$ cat src/rtl/vga_timing_gen_if.sv
// vga_timing_gen_if: scan/sync bundle between the VGA timing generator and its consumers
// Signals: clk_en (pixel strobe into the generator); pixel_row, pixel_column, hsync, vsync,
// video_on, frame_start, vblank_tick (scan outputs from the generator).
// Modports: master = timing generator, slave = strobe source / colorizers / VGA port.
interface vga_timing_gen_if;
   logic        clk_en;
   logic [11:0] pixel_row;
   logic [11:0] pixel_column;
   logic        hsync;
   logic        vsync;
   logic        video_on;
   logic        frame_start;
   logic        vblank_tick;
   modport master (
      input  clk_en,
      output pixel_row, pixel_column, hsync, vsync, video_on, frame_start, vblank_tick
   );
   modport slave (
      output clk_en,
      input  pixel_row, pixel_column, hsync, vsync, video_on, frame_start, vblank_tick
   );
endinterface

$ cat src/rtl/vga_timing_gen.sv
// vga_timing_gen: display timing generator and scan driver for the Rojobot video path
// Ports: clk (system clock), reset_n (async active-low reset),
//   bus (vga_timing_gen_if.master): clk_en in; pixel_row, pixel_column, hsync, vsync,
//   video_on, frame_start, vblank_tick out. All outputs are registered and lag the
//   internal counters by one clk_en edge.
// Optional: define VGA_TIMING_SYNC_DELAY_EN to pass hsync/vsync/video_on through
//   SYNC_DELAY extra clk_en stages; coordinates and ticks are never delayed.
module vga_timing_gen #(
   parameter logic [11:0] H_VISIBLE  = 12'd1024,
   parameter logic [11:0] H_FRONT    = 12'd24,
   parameter logic [11:0] H_SYNC     = 12'd136,
   parameter logic [11:0] H_BACK     = 12'd160,
   parameter logic [11:0] V_VISIBLE  = 12'd768,
   parameter logic [11:0] V_FRONT    = 12'd3,
   parameter logic [11:0] V_SYNC     = 12'd6,
   parameter logic [11:0] V_BACK     = 12'd29,
   parameter logic        HS_ACTIVE  = 1'b0,
   parameter logic        VS_ACTIVE  = 1'b0,
   parameter int unsigned SYNC_DELAY = 2
) (
   input logic              clk,
   input logic              reset_n,
   vga_timing_gen_if.master bus
);
   localparam logic [11:0] H_TOTAL = H_VISIBLE + H_FRONT + H_SYNC + H_BACK;
   localparam logic [11:0] V_TOTAL = V_VISIBLE + V_FRONT + V_SYNC + V_BACK;
   localparam logic [11:0] H_SS    = H_VISIBLE + H_FRONT;
   localparam logic [11:0] H_SE    = H_SS + H_SYNC;
   localparam logic [11:0] V_SS    = V_VISIBLE + V_FRONT;
   localparam logic [11:0] V_SE    = V_SS + V_SYNC;
`ifdef VGA_TIMING_SYNC_DELAY_EN
   localparam bit          DLY_EN  = 1'b1;
`else
   localparam bit          DLY_EN  = 1'b0;
`endif
   localparam int unsigned DLY     = DLY_EN ? SYNC_DELAY : 0;

   logic [11:0] h_cnt, v_cnt, row_q, col_q;
   logic        hs_q, vs_q, vo_q, fs_q, vt_q;
   logic        h_last, v_last, hs_d, vs_d, vo_d;

   assign h_last = h_cnt == H_TOTAL - 12'd1;
   assign v_last = v_cnt == V_TOTAL - 12'd1;
   assign hs_d   = (h_cnt >= H_SS && h_cnt < H_SE) ? HS_ACTIVE : ~HS_ACTIVE;
   assign vs_d   = (v_cnt >= V_SS && v_cnt < V_SE) ? VS_ACTIVE : ~VS_ACTIVE;
   assign vo_d   = h_cnt < H_VISIBLE && v_cnt < V_VISIBLE;

   // Ticks clear on every clk edge so they stay one clk wide even with a sparse clk_en.
   always_ff @(posedge clk or negedge reset_n) begin
      if (!reset_n) begin
         h_cnt <= '0;
         v_cnt <= '0;
         row_q <= '0;
         col_q <= '0;
         hs_q  <= ~HS_ACTIVE;
         vs_q  <= ~VS_ACTIVE;
         vo_q  <= 1'b0;
         fs_q  <= 1'b0;
         vt_q  <= 1'b0;
      end else begin
         fs_q <= 1'b0;
         vt_q <= 1'b0;
         if (bus.clk_en) begin
            h_cnt <= h_last ? 12'd0 : h_cnt + 12'd1;
            v_cnt <= !h_last ? v_cnt : v_last ? 12'd0 : v_cnt + 12'd1;
            row_q <= v_cnt;
            col_q <= h_cnt;
            hs_q  <= hs_d;
            vs_q  <= vs_d;
            vo_q  <= vo_d;
            fs_q  <= h_cnt == 12'd0 && v_cnt == 12'd0;
            vt_q  <= h_cnt == 12'd0 && v_cnt == V_VISIBLE;
         end
      end
   end

   assign bus.pixel_row    = row_q;
   assign bus.pixel_column = col_q;
   assign bus.frame_start  = fs_q;
   assign bus.vblank_tick  = vt_q;

   generate
      if (DLY == 0) begin : g_direct
         assign bus.hsync    = hs_q;
         assign bus.vsync    = vs_q;
         assign bus.video_on = vo_q;
      end else begin : g_delay
         // Aligns sync and blanking with the downstream colorizer pipeline.
         logic [DLY-1:0] hs_p, vs_p, vo_p;
         always_ff @(posedge clk or negedge reset_n) begin
            if (!reset_n) begin
               hs_p <= {DLY{~HS_ACTIVE}};
               vs_p <= {DLY{~VS_ACTIVE}};
               vo_p <= '0;
            end else if (bus.clk_en) begin
               hs_p[0] <= hs_q;
               vs_p[0] <= vs_q;
               vo_p[0] <= vo_q;
               for (int i = 1; i < int'(DLY); i++) begin
                  hs_p[i] <= hs_p[i-1];
                  vs_p[i] <= vs_p[i-1];
                  vo_p[i] <= vo_p[i-1];
               end
            end
         end
         assign bus.hsync    = hs_p[DLY-1];
         assign bus.vsync    = vs_p[DLY-1];
         assign bus.video_on = vo_p[DLY-1];
      end
   endgenerate
endmodule

$ cat src/flat_wrapper.sv
// flat-port wrapper written by rule: the top's interface ports become plain ports
module vga_timing_gen_flat 
#(
   parameter logic [11:0] H_VISIBLE  = 12'd1024,
   parameter logic [11:0] H_FRONT    = 12'd24,
   parameter logic [11:0] H_SYNC     = 12'd136,
   parameter logic [11:0] H_BACK     = 12'd160,
   parameter logic [11:0] V_VISIBLE  = 12'd768,
   parameter logic [11:0] V_FRONT    = 12'd3,
   parameter logic [11:0] V_SYNC     = 12'd6,
   parameter logic [11:0] V_BACK     = 12'd29,
   parameter logic        HS_ACTIVE  = 1'b0,
   parameter logic        VS_ACTIVE  = 1'b0,
   parameter int unsigned SYNC_DELAY = 2
)
  (clk, reset_n, bus_clk_en, bus_pixel_row, bus_pixel_column, bus_hsync, bus_vsync, bus_video_on, bus_frame_start, bus_vblank_tick);
  vga_timing_gen_if bus_i ();
  input logic clk;
  input logic reset_n;
  input wire logic [$bits(bus_i.clk_en)-1:0] bus_clk_en;
  output wire logic [$bits(bus_i.pixel_row)-1:0] bus_pixel_row;
  output wire logic [$bits(bus_i.pixel_column)-1:0] bus_pixel_column;
  output wire logic [$bits(bus_i.hsync)-1:0] bus_hsync;
  output wire logic [$bits(bus_i.vsync)-1:0] bus_vsync;
  output wire logic [$bits(bus_i.video_on)-1:0] bus_video_on;
  output wire logic [$bits(bus_i.frame_start)-1:0] bus_frame_start;
  output wire logic [$bits(bus_i.vblank_tick)-1:0] bus_vblank_tick;
  assign bus_i.clk_en = bus_clk_en;
  assign bus_pixel_row = bus_i.pixel_row;
  assign bus_pixel_column = bus_i.pixel_column;
  assign bus_hsync = bus_i.hsync;
  assign bus_vsync = bus_i.vsync;
  assign bus_video_on = bus_i.video_on;
  assign bus_frame_start = bus_i.frame_start;
  assign bus_vblank_tick = bus_i.vblank_tick;
  vga_timing_gen #(.H_VISIBLE(H_VISIBLE), .H_FRONT(H_FRONT), .H_SYNC(H_SYNC), .H_BACK(H_BACK), .V_VISIBLE(V_VISIBLE), .V_FRONT(V_FRONT), .V_SYNC(V_SYNC), .V_BACK(V_BACK), .HS_ACTIVE(HS_ACTIVE), .VS_ACTIVE(VS_ACTIVE), .SYNC_DELAY(SYNC_DELAY)) u_core (.clk(clk), .reset_n(reset_n), .bus(bus_i));
endmodule
$ cat config.mk
export PLATFORM = sky130hd
export DESIGN_NAME = vga_timing_gen_flat
export DESIGN_NICKNAME = d
export VERILOG_FILES = /design/src/rtl/vga_timing_gen_if.sv /design/src/rtl/vga_timing_gen.sv /design/src/flat_wrapper.sv
export SDC_FILE = /design/constraint.sdc
export NUM_CORES = 1
export LEC_CHECK = 0
export CAP_MARGIN = 40
export CORE_MARGIN = 3
export CORE_UTILIZATION = 54
export CTS_CLUSTER_SIZE = 12
export DETAILED_ROUTE_END_ITERATION = 8
export GPL_TIMING_DRIVEN = 0
export MAX_ROUTING_LAYER = met4
export PLACE_DENSITY = 0.83
export SETUP_SLACK_MARGIN = 0.02
export SLEW_MARGIN = 15
export SYNTH_ARGS = -nofsm -noshare
export SYNTH_HDL_FRONTEND = slang
export SYNTH_SLANG_ARGS = --single-unit
$ cat constraint.sdc
create_clock -name clk -period 4.5 [get_ports clk]
set_clock_uncertainty 0.05 [all_clocks]
set_input_delay 0.9 -clock clk [delete_from_list [all_inputs] [get_ports clk]]
set_output_delay 0.9 -clock clk [all_outputs]
set_load 0.01 [all_outputs]
==> out/metrics.cfg <==
[setup_path]
worstSetupStartpoint = u_core.bus.vsync$_DFFE_PN1P_
critical_path.top_delay_family = flip-flops
category_of_the_critical_setup_timing_path = reg -> out
worstSetupPathDepth = 1
rrSetupSlack_ps = 2650
critPathMaxFanout = 2
timing.critical_path.slowest_cell_delay_ps = 540
critPathBufInv = 1
r2r-start = u_core.v_cnt[1]$_DFFE_PN0P_
slowest_stage = sky130_fd_sc_hd__dfstp_2
setup.worst_path.end_class = output port
cp-endpoint = bus_vsync
worst-endpoint-arrival_ps = 1380
cells_along_the_critical_path = clkdlybuf4s50_1
crit_path_start_kind = register
crit_required_ps = 3550
reg2reg_depth = 6
critical_path.reg2reg.endpoint = u_core.v_cnt[5]$_DFFE_PN0P_

[synth]
ys_warn_count = 0
avg_synthesized_cell_area_sq_um = 11.7
synth.lib_cells_used.distinct = 49
synthCells = 219
post_synth_instance_area_sq_mm = 0.00257
synthesis.nets = 228
postSynth.topFlopCell = sky130_fd_sc_hd__dfrtp_1
synth.ff_latch_count = 53
edff_count_synth = 0
synth_sequential_area_ratio_pct = 51.8
async_reset_ff_share_pct = 100

[clocking]
clock_latency_ps = 310
cts.root.buffer_cell = sky130_fd_sc_hd__clkbuf_8
clock_tree.buffer_depth = 2
clock_sink_count = 53
cts_buffers = 5
post_cts.repair.setup_buffers = 0
post_cts_hold_buffer_count = 0
ctsResizeCount = 0
tritoncts = yes
cts.htree.levels = 2
path_clk_slew_ps = 90

[timing]
period_needed_ps = 2330
worst_pin_slew_ps = 542
timing_max_transition_violations_final = 0
final-setup-viol-count = 0
relSlewSlack_pct = 63.6
final.setup.tns_ps = 0
layout_setup_ws_ps = 2170
max_clock_freq_ghz = 0.430
finalHoldViolations = 0
timing.final.crit_share_pct = 51.7
rsz0062_at_grt = no
worst_hold_slack_ps = 440

[route]
ant_nets = 0
drt-initial-drc-count = 182
drt-pass1-iter-count = 5
routed-via-count = 1854
post_drt_via_cell_ratio = 5.98
drc_errors = 0
wl_per_cell_microns = 16.4
detail_route.wirelength_mm = 5.09

[floorplanning]
core-area_sq_mm = 0.00447
std_cell_rows = 24
dieHeight_microns = 75.0
fp.dieArea_sq_mm = 0.00562
floorplan.io_pins = 32
starting_density_pct = 57.4
die_w_microns = 75.0

[pwr]
p_int_mw = 0.721
swShare_pct = 28.3
comb_power_share_pct = 17.8
p_leak_nw = 1.35
ir_worst_vdd_mv = 0.249
power.share.sequential_pct = 56.4
power_per_cell_area_mw_per_mm2 = 332
pwr-share-clk_pct = 25.8
power_switching_mw = 0.285

[layout]
multi_input_area_sq_mm = 0.00110
layout-drive-gt1-share_pct = 24.0
layout.filler_cells = 324
layout_common_cells = 51 x sky130_fd_sc_hd__dfrtp_1, 29 x sky130_fd_sc_hd__clkdlybuf4s50_1, 23 x sky130_fd_sc_hd__mux2_2
area_delta_synth_final_pct = 18.0
seq_area_sq_mm = 0.00133
post_layout_cell_count = 310
diodes = 0
num-nets-final = 266
most_common_cell_after_layout_fill_and_taps_aside = sky130_fd_sc_hd__dfrtp_1

[global_route]
first_pass_grt_wire_length_mm = 8.40
vias_in_the_first_global_route = 1740
groute.usage.overall_pct = 20.6
antenna_violations_before_repair = 0
grt_start_max_net_pins = 33
overflow = 0

[hold_path]
timing.hold.worst.start = u_core.bus.video_on$_DFFE_PN0P_
hold_path_class = reg -> reg

[placed_design]
globalplace.congestion = 0.881
io_buffers = 30
detailedPlacementHpwl_mm = 3.61
pre_cts_slack_ps = 2170
placed_cells = 302

[outcome]
result_of_the_run = finished clean

[run]
max_cap_viol_count = 0

==> cells by family (layout without fill, tap and decap cells) <==
kind of cell             after synthesis  after routing  synth area share (%)
AND/OR/NAND/NOR                       74             74                  18.9
flip-flops                            53             53                  51.8
AO/OA/AOI/OAI                         26             26                  6.87
multiplexers                          23             23                  10.1
adder cells (fa/ha/maj)                6              6                  2.92
XOR/XNOR                              12             12                  4.09
buffers and inverters                 25             64                  5.36
==> power by group through the flow <==
stage | Combinational (mW) | Sequential [mW] | Clock [mW]
after floorplan | 0.0894 | 0.578 | 0
after global placement | 0.171 | 0.576 | 0
after detailed placement | 0.179 | 0.577 | 0
after CTS | 0.180 | 0.567 | 0.266
after global routing | 0.196 | 0.577 | 0.287
final | 0.179 | 0.567 | 0.260
==> layer usage <==
metal	GRT usage, %	vias to the layer above	routed length (microns)
li1	-	872	-
met1	30.4	895	2490
met2	27.2	76	2260
met3	4.14	11	245
met4	9.09	0	95
met5	-	-	0
==> layout make-up <==
cell class | instances | area share, %
Tap cell | 52 | 2.15
Inverter | 10 | 1.24
Multi-Input combinational cell | 141 | 36.3
Buffer | 15 | 3.30
Clock inverter | 2 | 0.330
Timing Repair Buffer | 31 | 10.4
Sequential cell | 53 | 43.8
Clock buffer | 6 | 2.39
==> flip-flops by register name, indices dropped and copies added (netlist names) <==
signal	count
u_core.bus.frame_start	1
u_core.h_cnt	12
u_core.bus.hsync	1
u_core.bus.vsync	1
u_core.bus.vblank_tick	1
u_core.bus.video_on	1
u_core.bus.pixel_row	12
u_core.v_cnt	12
u_core.bus.pixel_column	12
==> cells in the mapped netlist (3+ instances only) <==
cell / instances / area share, %
sky130_fd_sc_hd__o21ai_0: 9 / 1.8
sky130_fd_sc_hd__and4_1: 3 / 1.0
sky130_fd_sc_hd__dfrtp_1: 51 / 50
sky130_fd_sc_hd__xnor2_1: 5 / 1.7
sky130_fd_sc_hd__nor2_1: 10 / 1.5
sky130_fd_sc_hd__inv_1: 10 / 1.5
sky130_fd_sc_hd__ha_1: 6 / 2.9
sky130_fd_sc_hd__mux2_2: 23 / 10
sky130_fd_sc_hd__nor3_1: 5 / 0.97
sky130_fd_sc_hd__xor2_1: 7 / 2.4
sky130_fd_sc_hd__buf_2: 10 / 1.9
sky130_fd_sc_hd__nand2_1: 15 / 2.2
sky130_fd_sc_hd__nand4_1: 8 / 1.9
sky130_fd_sc_hd__nor4_1: 5 / 1.2
sky130_fd_sc_hd__nand3_1: 7 / 1.4
sky130_fd_sc_hd__and3_1: 4 / 0.97
==> how the worst min path moves through the flow <==
| stage | cells after the start | end |
|---|---|---|
| 2_1_floorplan | 1 | u_core.v_cnt[11]$_DFFE_PN0P_ |
| 3_3_place_gp | 2 | u_core.bus.video_on$_DFFE_PN0P_ |
| 3_5_place_dp | 2 | u_core.bus.video_on$_DFFE_PN0P_ |
| 6_report | 2 | u_core.bus.video_on$_DFFE_PN0P_ |
| 5_1_grt | 2 | u_core.bus.video_on$_DFFE_PN0P_ |
| 4_1_cts | 2 | u_core.bus.video_on$_DFFE_PN0P_ |
==> stage by stage <==
stage,power [mW],util [%],instance area [sq um]
floorplan,0.667,-,2570
global placement,0.748,65.5,2930
detailed placement,0.755,65.9,2950
CTS,1.01,67.7,3030
global route,1.06,67.7,3030
finish,1.01,67.7,3030
No activity file was read; power rests on OpenSTA's default activity.
